File: config.mk
export PLATFORM = sky130hd
export DESIGN_NAME = axi_rd_arbiter_flat
export DESIGN_NICKNAME = d
export VERILOG_FILES = /design/src/rtl/ysyx_axi_pkg.sv /design/src/rtl/axi_rd_arbiter_if.sv /design/src/rtl/axi_arb_pick.sv /design/src/rtl/axi_rd_arbiter.sv /design/src/flat_wrapper.sv
export SDC_FILE = /design/constraint.sdc
export NUM_CORES = 1
export LEC_CHECK = 0
export ABC_AREA = 1
export BUFFER_PORTS_ARGS = -buffer_cell sky130_fd_sc_hd__buf_2
export CORE_AREA = 2 2 109 111
export CTS_CLUSTER_DIAMETER = 40
export CTS_CLUSTER_SIZE = 8
export DETAILED_ROUTE_END_ITERATION = 10
export DIE_AREA = 0 0 111 113
export PLACE_DENSITY = 0.54
export SLEW_MARGIN = 20
export SYNTH_ARGS = -nofsm -noshare
export SYNTH_HDL_FRONTEND = slang
export SYNTH_SLANG_ARGS = --single-unit
File: constraint.sdc
create_clock -name clock -period 2.3 [get_ports clock]
set_clock_uncertainty 0.1 [all_clocks]
set_input_delay 0.23 -clock clock [delete_from_list [all_inputs] [get_ports clock]]
set_output_delay 0.23 -clock clock [all_outputs]
set_load 0.02 [all_outputs]
File: src/rtl/ysyx_axi_pkg.sv
// Shared AXI4 read-channel definitions: bundle widths, field offsets,
// arbiter state encoding and master index constants.
package ysyx_axi_pkg;

    localparam int AXI_ADDR_W = 32;
    localparam int AXI_DATA_W = 32;
    localparam int AXI_ID_W   = 4;

    // AR bundle = {id, addr, len[8], size[3], burst[2]}
    localparam int AR_W = AXI_ID_W + AXI_ADDR_W + 13;
    // R bundle  = {id, data, resp[2], last}
    localparam int R_W  = AXI_ID_W + AXI_DATA_W + 3;

    localparam int AR_BURST_LSB = 0;
    localparam int AR_SIZE_LSB  = 2;
    localparam int AR_LEN_LSB   = 5;
    localparam int AR_ADDR_LSB  = 13;
    localparam int AR_ID_LSB    = 13 + AXI_ADDR_W;

    localparam int R_LAST_BIT   = 0;
    localparam int R_RESP_LSB   = 1;
    localparam int R_DATA_LSB   = 3;
    localparam int R_ID_LSB     = 3 + AXI_DATA_W;

    localparam logic M_IFU = 1'b0;
    localparam logic M_LSU = 1'b1;

    typedef enum logic [1:0] {
        IDLE = 2'd0,
        ADDR = 2'd1,
        DATA = 2'd2
    } state_t;

endpackage

File: src/rtl/axi_rd_arbiter_if.sv
// AXI4 read-channel bundle (AR + R) with master and slave views.
interface axi_rd_arbiter_if
    import ysyx_axi_pkg::*;
#(
    parameter int AR_BITS = AR_W,
    parameter int R_BITS  = R_W
);
    logic               arvalid;
    logic               arready;
    logic [AR_BITS-1:0] ar;
    logic               rvalid;
    logic               rready;
    logic [R_BITS-1:0]  r;

    modport master (
        output arvalid, ar, rready,
        input  arready, rvalid, r
    );

    modport slave (
        input  arvalid, ar, rready,
        output arready, rvalid, r
    );
endinterface

File: src/rtl/axi_arb_pick.sv
// Combinational 2-way picker. On a tie, round-robin mode grants the master
// not granted last; fixed mode always favours the LSU.
module axi_arb_pick
    import ysyx_axi_pkg::*;
(
    input  logic [1:0] req,
    input  logic       last_grant,
    input  logic       rr_en,
    output logic       grant
);
    // Pick the winning master index from the current request vector
    always_comb begin
        grant = M_IFU;
        if (req == 2'b11) begin
            grant = rr_en ? ~last_grant : M_LSU;
        end else if (req[M_LSU]) begin
            grant = M_LSU;
        end
    end
endmodule

File: src/rtl/axi_rd_arbiter.sv
// Two-master (IFU, LSU) to one-slave AXI4 read-channel arbiter.
// A grant is held from the AR handshake until the RLAST beat completes.
// Build option AXI_RD_ARB_RR_EN: round-robin tie-break (first tie after
// reset goes to IFU); otherwise fixed priority with LSU over IFU.
//
// state | meaning
// IDLE  | no owner; arbitrate pending arvalid, nothing forwarded
// ADDR  | owner's AR forwarded to slave, waiting for AR handshake
// DATA  | slave R routed to owner until the RLAST handshake
module axi_rd_arbiter
    import ysyx_axi_pkg::*;
#(
    parameter int ADDR_W = AXI_ADDR_W,
    parameter int DATA_W = AXI_DATA_W,
    parameter int ID_W   = AXI_ID_W
) (
    input logic          clock,
    input logic          i_rst_n,
    axi_rd_arbiter_if.slave  m0,
    axi_rd_arbiter_if.slave  m1,
    axi_rd_arbiter_if.master s
);
    localparam int AR_BW = ID_W + ADDR_W + 13;
    localparam int R_BW  = ID_W + DATA_W + 3;

    state_t           state;
    state_t           state_nxt;
    logic             owner;
    logic             owner_nxt;
    logic             last_grant;
    logic             rr_en;
    logic             grant;
    logic [1:0]       req;
    logic             own_arvalid;
    logic             own_rready;
    logic [AR_BW-1:0] own_ar;
    logic [R_BW-1:0]  r_beat;

    assign req         = {m1.arvalid, m0.arvalid};
    assign own_arvalid = owner ? m1.arvalid : m0.arvalid;
    assign own_ar      = owner ? m1.ar      : m0.ar;
    assign own_rready  = owner ? m1.rready  : m0.rready;
    assign r_beat      = s.r;

`ifdef AXI_RD_ARB_RR_EN
    assign rr_en = 1'b1;

    // Remember who won the last arbitration; LSU at reset so the first tie goes to IFU
    always_ff @(posedge clock or negedge i_rst_n) begin
        if (!i_rst_n) begin
            last_grant <= M_LSU;
        end else if (state == IDLE && req != 2'b00) begin
            last_grant <= grant;
        end
    end
`else
    assign rr_en      = 1'b0;
    assign last_grant = M_LSU;
`endif

    axi_arb_pick u_pick (
        .req        (req),
        .last_grant (last_grant),
        .rr_en      (rr_en),
        .grant      (grant)
    );

    // State and owner registers
    always_ff @(posedge clock or negedge i_rst_n) begin
        if (!i_rst_n) begin
            state <= IDLE;
            owner <= M_IFU;
        end else begin
            state <= state_nxt;
            owner <= owner_nxt;
        end
    end

    // Next-state and channel routing; non-owner always sees idle channels
    always_comb begin
        state_nxt  = state;
        owner_nxt  = owner;
        s.arvalid  = 1'b0;
        s.ar       = '0;
        s.rready   = 1'b0;
        m0.arready = 1'b0;
        m1.arready = 1'b0;
        m0.rvalid  = 1'b0;
        m1.rvalid  = 1'b0;
        m0.r       = '0;
        m1.r       = '0;
        case (state)
            IDLE: begin
                if (req != 2'b00) begin
                    owner_nxt = grant;
                    state_nxt = ADDR;
                end
            end
            ADDR: begin
                s.arvalid = own_arvalid;
                s.ar      = own_ar;
                if (owner == M_LSU) begin
                    m1.arready = s.arready;
                end else begin
                    m0.arready = s.arready;
                end
                if (own_arvalid && s.arready) begin
                    state_nxt = DATA;
                end
            end
            DATA: begin
                s.rready = own_rready;
                if (owner == M_LSU) begin
                    m1.rvalid = s.rvalid;
                    m1.r      = r_beat;
                end else begin
                    m0.rvalid = s.rvalid;
                    m0.r      = r_beat;
                end
                if (s.rvalid && own_rready && r_beat[R_LAST_BIT]) begin
                    state_nxt = IDLE;
                end
            end
            default: state_nxt = IDLE;
        endcase
    end
endmodule
File: src/flat_wrapper.sv
// flat-port wrapper written by rule: the top's interface ports become plain ports
module axi_rd_arbiter_flat import ysyx_axi_pkg::*;
#(
    parameter int ADDR_W = AXI_ADDR_W,
    parameter int DATA_W = AXI_DATA_W,
    parameter int ID_W   = AXI_ID_W
)
  (clock, i_rst_n, m0_arvalid, m0_ar, m0_rready, m0_arready, m0_rvalid, m0_r, m1_arvalid, m1_ar, m1_rready, m1_arready, m1_rvalid, m1_r, s_arvalid, s_ar, s_rready, s_arready, s_rvalid, s_r);
  axi_rd_arbiter_if m0_i ();
  axi_rd_arbiter_if m1_i ();
  axi_rd_arbiter_if s_i ();
  input logic clock;
  input logic i_rst_n;
  input wire logic [$bits(m0_i.arvalid)-1:0] m0_arvalid;
  input wire logic [$bits(m0_i.ar)-1:0] m0_ar;
  input wire logic [$bits(m0_i.rready)-1:0] m0_rready;
  output wire logic [$bits(m0_i.arready)-1:0] m0_arready;
  output wire logic [$bits(m0_i.rvalid)-1:0] m0_rvalid;
  output wire logic [$bits(m0_i.r)-1:0] m0_r;
  input wire logic [$bits(m1_i.arvalid)-1:0] m1_arvalid;
  input wire logic [$bits(m1_i.ar)-1:0] m1_ar;
  input wire logic [$bits(m1_i.rready)-1:0] m1_rready;
  output wire logic [$bits(m1_i.arready)-1:0] m1_arready;
  output wire logic [$bits(m1_i.rvalid)-1:0] m1_rvalid;
  output wire logic [$bits(m1_i.r)-1:0] m1_r;
  output wire logic [$bits(s_i.arvalid)-1:0] s_arvalid;
  output wire logic [$bits(s_i.ar)-1:0] s_ar;
  output wire logic [$bits(s_i.rready)-1:0] s_rready;
  input wire logic [$bits(s_i.arready)-1:0] s_arready;
  input wire logic [$bits(s_i.rvalid)-1:0] s_rvalid;
  input wire logic [$bits(s_i.r)-1:0] s_r;
  assign m0_i.arvalid = m0_arvalid;
  assign m0_i.ar = m0_ar;
  assign m0_i.rready = m0_rready;
  assign m0_arready = m0_i.arready;
  assign m0_rvalid = m0_i.rvalid;
  assign m0_r = m0_i.r;
  assign m1_i.arvalid = m1_arvalid;
  assign m1_i.ar = m1_ar;
  assign m1_i.rready = m1_rready;
  assign m1_arready = m1_i.arready;
  assign m1_rvalid = m1_i.rvalid;
  assign m1_r = m1_i.r;
  assign s_arvalid = s_i.arvalid;
  assign s_ar = s_i.ar;
  assign s_rready = s_i.rready;
  assign s_i.arready = s_arready;
  assign s_i.rvalid = s_rvalid;
  assign s_i.r = s_r;
  axi_rd_arbiter #(.ADDR_W(ADDR_W), .DATA_W(DATA_W), .ID_W(ID_W)) u_core (.clock(clock), .i_rst_n(i_rst_n), .m0(m0_i), .m1(m1_i), .s(s_i));
endmodule
==> results of run 1 <==
[worst min path at each step]
stage | start | end | slack, ns | cells after the start
after global placement | i_rst_n | u_core.state[0]$_DFFE_PN0P_ | -0.07 | 1
final | m1_arvalid | u_core.owner$_DFFE_PN0P_ | 0.20 | 3
after floorplan | i_rst_n | u_core.owner$_DFFE_PN0P_ | -0.17 | 0
after detailed placement | i_rst_n | u_core.state[0]$_DFFE_PN0P_ | -0.07 | 1
after CTS | m1_arvalid | u_core.owner$_DFFE_PN0P_ | 0.21 | 3
after global routing | m1_arvalid | u_core.owner$_DFFE_PN0P_ | 0.23 | 3
[cell usage after synthesis, drive strengths merged]
| cell | n |
|---|---|
| nand2 | 107 |
| nor2 | 84 |
| a21oi | 49 |
| inv | 48 |
| buf | 19 |
| clkbuf | 5 |
| o21ai | 5 |
| dfrtp | 3 |
| nor3 | 3 |
| nand3 | 1 |
| o31ai | 1 |
[final cells by class]
cell class,count,area (um^2)
clock buffer,4,78.8
fill,1320,8230
inverter,48,180
multi-input combinational,250,1050
sequential,3,76.3
tap,143,179
timing repair buffer,285,1490
[cells by family (layout without fill, tap and decap cells)]
family | after synthesis | count (layout) | share of synthesized area
AOI/OAI and AO/OA | 55 | 55 | 0.193
buffers and inverters | 72 | 337 | 0.252
DFF | 3 | 3 | 0.0501
and+or+nand+nor | 195 | 195 | 0.505
[registers in the layout (all words and copies together) (netlist names)]
register and cells:
u_core.state 2, u_core.owner 1
[repair_timing]
| action | 4_1_cts | 5_1_grt |
|---|---|---|
| buffers inserted | 0 | 0 |
| endpoints found under the hold margin | 3 | 0 |
| hold buffers | 1 | 0 |
| resized for setup | 0 | 0 |
[layer usage]
layer,global-route usage,vias up
met1,0.126,1150
met4,0.0217,0
met3,0.0236,7
met2,0.198,160
li1,-,1493
met5,0,-
[placed cells by master, fill, tap and decap left out, drive strengths merged]
master	n
a21oi	49
buf	284
clkbuf	4
dfrtp	3
dlygate4sd3	1
inv	48
nand2	107
nand3	1
nor2	84
nor3	3
o21ai	5
o31ai	1
[stage by stage]
| step | area [um^2] | std cells | hold slack (ns) | total power, uW | setup WS [ns] |
|---|---|---|---|---|---|
| after global placement | 2960 | 728 | -0.0694 | 2970 | 0.639 |
| after floorplan | 1500 | 325 | -0.166 | 2130 | 0.770 |
| after CTS | 3050 | 733 | 0.208 | 3250 | 0.392 |
| final | 3050 | 733 | 0.205 | 3190 | 0.406 |
| after global routing | 3050 | 733 | 0.230 | 3480 | 0.237 |
| after detailed placement | 2960 | 728 | -0.0677 | 2960 | 0.629 |
[report_power, final]
group	leakage, uW	internal (uW)	switching, uW
Sequential	0.0000352	82.8	52.9
Combinational	0.00208	887	1890
Clock	0.0000382	229	46.5
Total	0.00216	1200	1990
[worst max-delay path: cells and delay by family, from the launching register on]
family	cells	cell delay, ns
simple gates	3	0.44
buf+inv	3	0.49
flops	1	0.40
==> impl_metrics.toml, run 1 <==
[status]
status = "finished, final reports clean"

[global_route]
track_usage = 0.106
grt_pass1_vias = 2319
grt_max_degree = 52
grt_pass1_wl_um = 11200
grt_overflow = 0
antenna_found_initial = 0

[placed_design]
place_hpwl_um = 6180
port_buffers = 277
place.gp.congestion = 0.751

[drt]
top_layer = "met4"
routed-wl-met2_um = 3770
totalWireLength_um = 7340
vias_per_cell = 3.83
m1WireLength_um = 2810
wl_met3_um = 697
drt_iter0_markers = 85
drc = 0
vias = 2810
antenna_left = 0
first_pass_iters = 4
wl_per_cell_um = 10.0

[timing]
max_freq_ghz = 0.528
fin_crit_ns = 1.89
finalMaxSlewViolations = 0
rsz0062_at_grt = "false"
setup-tns-final_ns = 0
finalSetupViolations = 0
maxSlewHeadroom = 0.733
timing.final.crit_share = 0.823
finalHoldViolCount = 0
worst_pin_slew_ns = 0.401

[clock_network]
cts_made_buffers = 3
cts_root_buf = "clkbuf_16"
clk_pin_slew_ns = 0.03
clk_latency_ns = 0.22
clockBufferDepth = 2
cts_tree = "yes"
h-tree-depth = 1
numClockSinks = 3

[synth]
syn_avg_cell_area_um2 = 4.61
ys_types = 17
yosysWarningCount = 0
syn-cell-area_um2 = 1500
syn-instance-count = 325
yosysTopAreaCell = "nand2_1"
ys_seq_area_frac = 0.0501
syn_nets = 470
ys_top_cells_by_area = "nand2_1 (26%), nor2_1 (21%), a21oi_1 (15%), inv_1 (11%), buf_6 (9.8%)"
ys_ff_latch = 3
synth_top_cell_area_share = 0.263

[floorplanning]
coreArea_um2 = 11300
pin_count = 278
die_area_um2 = 12500
rows = 39
die_h_um = 113
die_x_um = 111
initial_core_util = 0.133

[critical_path]
cp.arrival_ns = 1.56
cp-start-kind = "register"
crit_end = "m0_r[15]"
cp_data_required_time_ns = 1.97
timing.rr.start = "u_core.owner$_DFFE_PN0P_"
regToRegEndpoint = "u_core.state[1]$_DFFE_PN0P_"
crit_type = "register to primary output"
path_cells = "inv_2, nor2_4, nand2_2, buf_12, nor2_1, buf_2"
worstSetupStartpoint = "u_core.state[1]$_DFFE_PN0P_"
ff2ff_path_depth = 4
cp-end-kind = "primary output"
r2r_slack_ns = 0.90
critPathMaxStageDelay_ns = 0.40
crit_fanout = 19
cpMaxStageDelayCell = "dfrtp_1"

[cells_and_area]
drive_above_1_share = 0.507
syn2layout_area_growth_pct = 103
antenna_cells = 0
finalNetCount = 736
fin_util = 0.270

[pwr]
leakagePower_uw = 0.00216
vdd_drop_max_mv = 0.393
p_per_area_nw_per_um2 = 1050

[run]
maxCapViolCount = 0

[hold_path]
hold_path.class = "primary input to register"
(Power assumes the default switching activity.)
==> run 2: changes to the inputs <==
- ABC_AREA: 1 -> 0
- CORE_AREA: 2 2 109 111 -> 2 2 107 109
- DIE_AREA: 0 0 111 113 -> 0 0 109 111
- PLACE_DENSITY: 0.54 -> 0.55
- clock period: 2.3 -> 1.8 ns (I/O delays scaled with it)
==> impl_metrics.toml, run 2 <==
[status]
status = "finished, final reports clean"

[synth]
syn_nets = 367
synth-edff-count = 0
yosysTopAreaCell = "and2_1"
synth_top_cell_area_share = 0.332
syn_avg_cell_area_um2 = 6.80
synth_compound_area_frac = 0.0199
synth_top_family_by_area = "simple AND/OR/NAND/NOR gates"
synthArstFlopShare = 1.00
yosysWarningCount = 0
syn-cell-area_um2 = 1510
ys_ff_latch = 3
ys.flop_type = "dfrtp_1"
synth.area.mux_share = 0.342
synth-adder-area-share = 0
synthTopCellsByCount = "and2_1 (80), nor2_1 (52), mux2i_1 (50)"
ys_seq_area_frac = 0.0498
synth-simple-area-share = 0.507
synth_xor_area_frac = 0
ys_top_cells_by_area = "and2_1 (33%), mux2i_1 (33%), nor2_1 (13%), dfrtp_1 (5.0%), clkbuf_2 (2.7%)"
syn-instance-count = 222
ys_types = 21
yosysMostFrequentCell = "and2_1"

[clock_network]
clockBufferDepth = 2
clk_latency_ns = 0.23
clk_pin_slew_ns = 0.03
cts_root_buf = "clkbuf_16"
h-tree-depth = 1
cts_tree = "yes"
cts_made_buffers = 3
numClockSinks = 3

[cells_and_area]
multiInputGateArea_um2 = 1400
top_register = "u_core.state"
antenna_cells = 0
finalNetCount = 651
regArea_um2 = 80.1
fill_cells = 1117
drive_above_1_share = 0.659
syn2layout_area_growth_pct = 152
largest_reg_flops = 2
biggestRegsByFlops = "u_core.state x2, u_core.owner x1"
fin_cells = 648
layout_common_cells = "buf_2 (212), and2_1 (60), nor2_1 (52)"
fin_util = 0.343
layout_commonest_cell = "buf_2"

[critical_path]
cp_data_required_time_ns = 1.52
crit_type = "register to primary output"
crit_fanout = 10
cp.arrival_ns = 1.49
timing.rr.start = "u_core.owner$_DFFE_PN0P_"
cp-start-kind = "register"
cp-end-kind = "primary output"
r2r_slack_ns = 0.32
worstSetupStartpoint = "u_core.state[0]$_DFFE_PN0P_"

[pwr]
p_sw_frac = 0.513
power.switching_uw = 2430
p_seq_frac = 0.041
p_clk_frac = 0.075
vdd_drop_max_mv = 0.669
intPower_uw = 2310
leakagePower_uw = 0.00227
combPwrFrac = 0.884
p_per_area_nw_per_um2 = 1250

[drt]
drc = 0
antenna_left = 0
totalWireLength_um = 8110
vias_per_cell = 4.01
vias = 2598
first_pass_iters = 4
wl_per_cell_um = 12.5
drt_iter0_markers = 54

[global_route]
grt_overflow = 0
grt_pass1_wl_um = 9030
top_usage_layer = "met2"
met3_usage = 0.0112
track_usage = 0.0920
use_met1 = 0.0851
grt_max_degree = 50
met2_usage = 0.202
grt_pass1_vias = 2095
antenna_found_initial = 0

[timing]
fin_crit_ns = 1.77
max_freq_ghz = 0.565
rsz0062_at_grt = "true"
finalSetupViolations = 0
worst_pin_slew_ns = 0.197
finalHoldViolCount = 0
finalMaxSlewViolations = 0
timing.final.crit_share = 0.984
maxSlewHeadroom = 0.865

[floorplanning]
initial_core_util = 0.136
die_h_um = 111
rows = 39
die_x_um = 109
pin_count = 278
die_area_um2 = 12100
coreArea_um2 = 11100

[placed_design]
port_buffers = 277
place_hpwl_um = 5620
dp_cells = 627
place.gp.congestion = 0.732

[run]
maxCapViolCount = 0

[hold_path]
hp-start = "m1_arvalid"
hold_path.class = "primary input to register"
-- run 2: cell count changes in the layout (fill, tap and decap cells not counted), moves of 43 or more --
cell     delta
a21oi_1    -46
and2_1     +60
buf_2      -65
inv_1      -43
mux2i_1    +48
nand2_1   -103
-- run 2: area by class of cell --
cell class,count,share of cell area
multi-input cells,197,0.369
clock buffers,4,0.0207
flip-flops and latches,3,0.0211
repair buffers,299,0.540
inverters,2,0.00263
well taps,143,0.0471
-- run 2: worst max-delay path: stages, from the launching register on --
cell	delay [ns]
dfrtp_2	0.41
nand2b_4	0.18
nor2_4	0.13
buf_12	0.15
buf_12	0.12
and2_1	0.15
buf_6	0.12
-- run 2: cells by family (layout without fill, tap and decap cells) --
family                 Yosys count  count (layout)
AO/OA/AOI/OAI                    3               3
buffers and inverters           22             305
flip-flops                       3               3
multiplexers                    51              51
AND/OR/NAND/NOR                143             143
-- run 2: path summary, 6_finish.rpt --
path                                               end  cells after the start
setup reg to reg           u_core.state[0]$_DFFE_PN0P_                      3
setup / recovery                              m1_r[21]                      6
max in group asynchronous     u_core.owner$_DFFE_PN0P_                      2
hold reg to reg            u_core.state[0]$_DFFE_PN0P_                      1
min in group asynchronous     u_core.owner$_DFFE_PN0P_                      2
hold / removal                u_core.owner$_DFFE_PN0P_                      2
-- run 2: routing by layer --
metal | share of wire | up-vias | wire (um)
li1 | - | 1280 | -
met1 | 0.34 | 1151 | 2780
met2 | 0.57 | 165 | 4630
met3 | 0.083 | 2 | 673
met4 | 0.0036 | 0 | 29
met5 | 0 | - | 0
-- run 2: timing repair --
action / CTS / global route
resized for setup: 4 / 131
pin swaps: 0 / 4
cloned: 1 / 9
setup buffers: 1 / 5
endpoints found under the hold margin: 3 / 0
setup endpoints to repair: 89 / 129
hold buffers: 1 / 0
-- run 2: power groups by stage --
stage          Clock [uW]  Combinational (uW)  Sequential, uW
2_1_floorplan           0                2430             136
3_3_place_gp            0                3330             195
3_5_place_dp            0                3360             196
4_1_cts               359                3540             197
5_1_grt               375                4460             201
6_report              357                4190             194
-- run 2: stage by stage --
| stage | power, uW | worst slack (ns) | TNS (ns) | cell area, um^2 | hold slack [ns] |
|---|---|---|---|---|---|
| 5_1_grt | 5040 | -0.0289 | -0.497 | 3800 | 0.126 |
| 3_5_place_dp | 3560 | -0.0101 | -0.0101 | 3040 | -0.115 |
| 6_report | 4740 | 0.0294 | 0 | 3800 | 0.116 |
| 4_1_cts | 4090 | -0.00317 | -0.00625 | 3180 | 0.116 |
| 2_1_floorplan | 2570 | 0.183 | 0 | 1510 | -0.216 |
| 3_3_place_gp | 3530 | 0.00902 | 0 | 3040 | -0.119 |
==> run 3: changes to the inputs <==
- SETUP_SLACK_MARGIN: default -> 0.3
==> impl_metrics.toml, run 3 (same netlist as run 2, synthesis figures left out) <==
[status]
status = "finished, final reports clean"

[floorplanning]
pin_count = 278
coreArea_um2 = 11100
initial_core_util = 0.136
die_area_um2 = 12100
die_x_um = 109
die_h_um = 111
rows = 39

[drt]
vias = 2763
antenna_left = 0
first_pass_iters = 4
totalWireLength_um = 10400
drc = 0
vias_per_cell = 4.15
wl_per_cell_um = 15.6
drt_iter0_markers = 51

[timing]
timing.final.crit_share = 0.993
maxSlewHeadroom = 0.829
fin_crit_ns = 1.79
rsz0062_at_grt = "true"
finalSetupViolations = 0
hold_ws_ns = 0.112
setup-tns-final_ns = 0
max_freq_ghz = 0.560
finalHoldViolCount = 0
worst_pin_slew_ns = 0.257
finalMaxSlewViolations = 0

[critical_path]
cp-start-kind = "register"
crit_fanout = 20
critPathMaxStageDelay_ns = 0.41
r2r_slack_ns = 0.34
cp.arrival_ns = 1.51
ff2ff_path_depth = 6
path_common_cell = "buf_4"
crit_family = "buffers and inverters"
path_cells = "buf_4, inv_4, nor2_4, buf_12, clkbuf_16, and2_1, buf_4"
cp_data_required_time_ns = 1.52
timing.rr.start = "u_core.owner$_DFFE_PN0P_"
cp-end-kind = "primary output"
regToRegEndpoint = "u_core.owner$_DFFE_PN0P_"
path_buf_inv = 5
crit_type = "register to primary output"
cpMaxStageDelayCell = "dfrtp_2"

[global_route]
grt_overflow = 0
grt_max_degree = 41
grt_pass1_wl_um = 12600
grt_pass1_vias = 2486
track_usage = 0.135
antenna_found_initial = 0

[placed_design]
port_buffers = 277
place.gp.congestion = 0.696
place_hpwl_um = 6850

[cells_and_area]
antenna_cells = 0
fill_cells = 1082
layout_common_cells = "buf_2 (145), buf_4 (94), and2_1 (60)"
regArea_um2 = 78.8
layout_commonest_cell = "buf_2"
drive_above_1_share = 0.732
largest_reg_flops = 2
biggestRegsByFlops = "u_core.state x2, u_core.owner x1"
multiInputGateArea_um2 = 1630
top_register = "u_core.state"
finalNetCount = 668
syn2layout_area_growth_pct = 203

[clock_network]
cts_made_buffers = 3
clk_latency_ns = 0.22
cts_tree = "yes"
cts_root_buf = "clkbuf_16"
numClockSinks = 3
clk_pin_slew_ns = 0.03
h-tree-depth = 1
clockBufferDepth = 2

[hold_path]
hold_path.class = "primary input to register"
min_to = "u_core.state[0]$_DFFE_PN0P_"
min_path_cells = 2
hp-start = "s_arready"

[pwr]
leakagePower_uw = 0.00244
p_per_area_nw_per_um2 = 1440
vdd_drop_max_mv = 1.00

[run]
maxCapViolCount = 0
==> run 3: final cells by class <==
| class | instances | area share |
|---|---|---|
| inverter | 2 | 0.00219 |
| timing repair buffer | 316 | 0.569 |
| clock buffer | 4 | 0.0172 |
| multi-input combinational | 197 | 0.355 |
| sequential | 3 | 0.0172 |
| tap | 143 | 0.0391 |
==> run 3: routing by layer <==
layer | up-vias | track usage | routed length, um
li1 | 1319 | - | -
met1 | 1268 | 0.138 | 3610
met2 | 170 | 0.280 | 5920
met3 | 6 | 0.0153 | 767
met4 | 0 | 0.0291 | 74
met5 | - | 0 | 0
==> run 3: worst max path at each step <==
stage | from | to | slack [ns] | depth (start not counted)
after global routing | u_core.owner$_DFFE_PN0P_ | m0_r[23] | -0.03 | 6
final | u_core.owner$_DFFE_PN0P_ | m1_r[11] | 0.01 | 7
after global placement | u_core.state[1]$_DFFE_PN0P_ | s_ar[46] | 0.23 | 4
after CTS | u_core.state[0]$_DFFE_PN0P_ | m0_r[35] | 0.05 | 6
after floorplan | u_core.state[1]$_DFFE_PN0P_ | s_ar[0] | 0.33 | 4
after detailed placement | u_core.state[1]$_DFFE_PN0P_ | s_ar[42] | 0.20 | 4
==> run 3: what timing repair did <==
item	CTS	global route
endpoints found under the hold margin	3	0
hold buffers	1	0
gates cloned	5	8
endpoints found under the setup margin	132	134
buffers inserted	15	2
resized for setup	120	159
pin swaps	3	6
==> run 3: power breakdown <==
part	internal [uW]	switching, uW
Sequential	107	39.0
Combinational	3200	2900
Clock	292	59.2
==> run 3: metrics by stage <==
step / area (um^2) / setup WS, ns / total power, uW / utilization / instances
after CTS: 3790 / 0.0460 / 5250 / 0.342 / 655
after global routing: 4580 / -0.0317 / 6930 / 0.413 / 665
after global placement: 3090 / 0.229 / 3720 / 0.279 / 630
final: 4580 / 0.0128 / 6590 / 0.413 / 665
after floorplan: 1520 / 0.333 / 2580 / - / 222
after detailed placement: 3090 / 0.203 / 3770 / 0.279 / 630
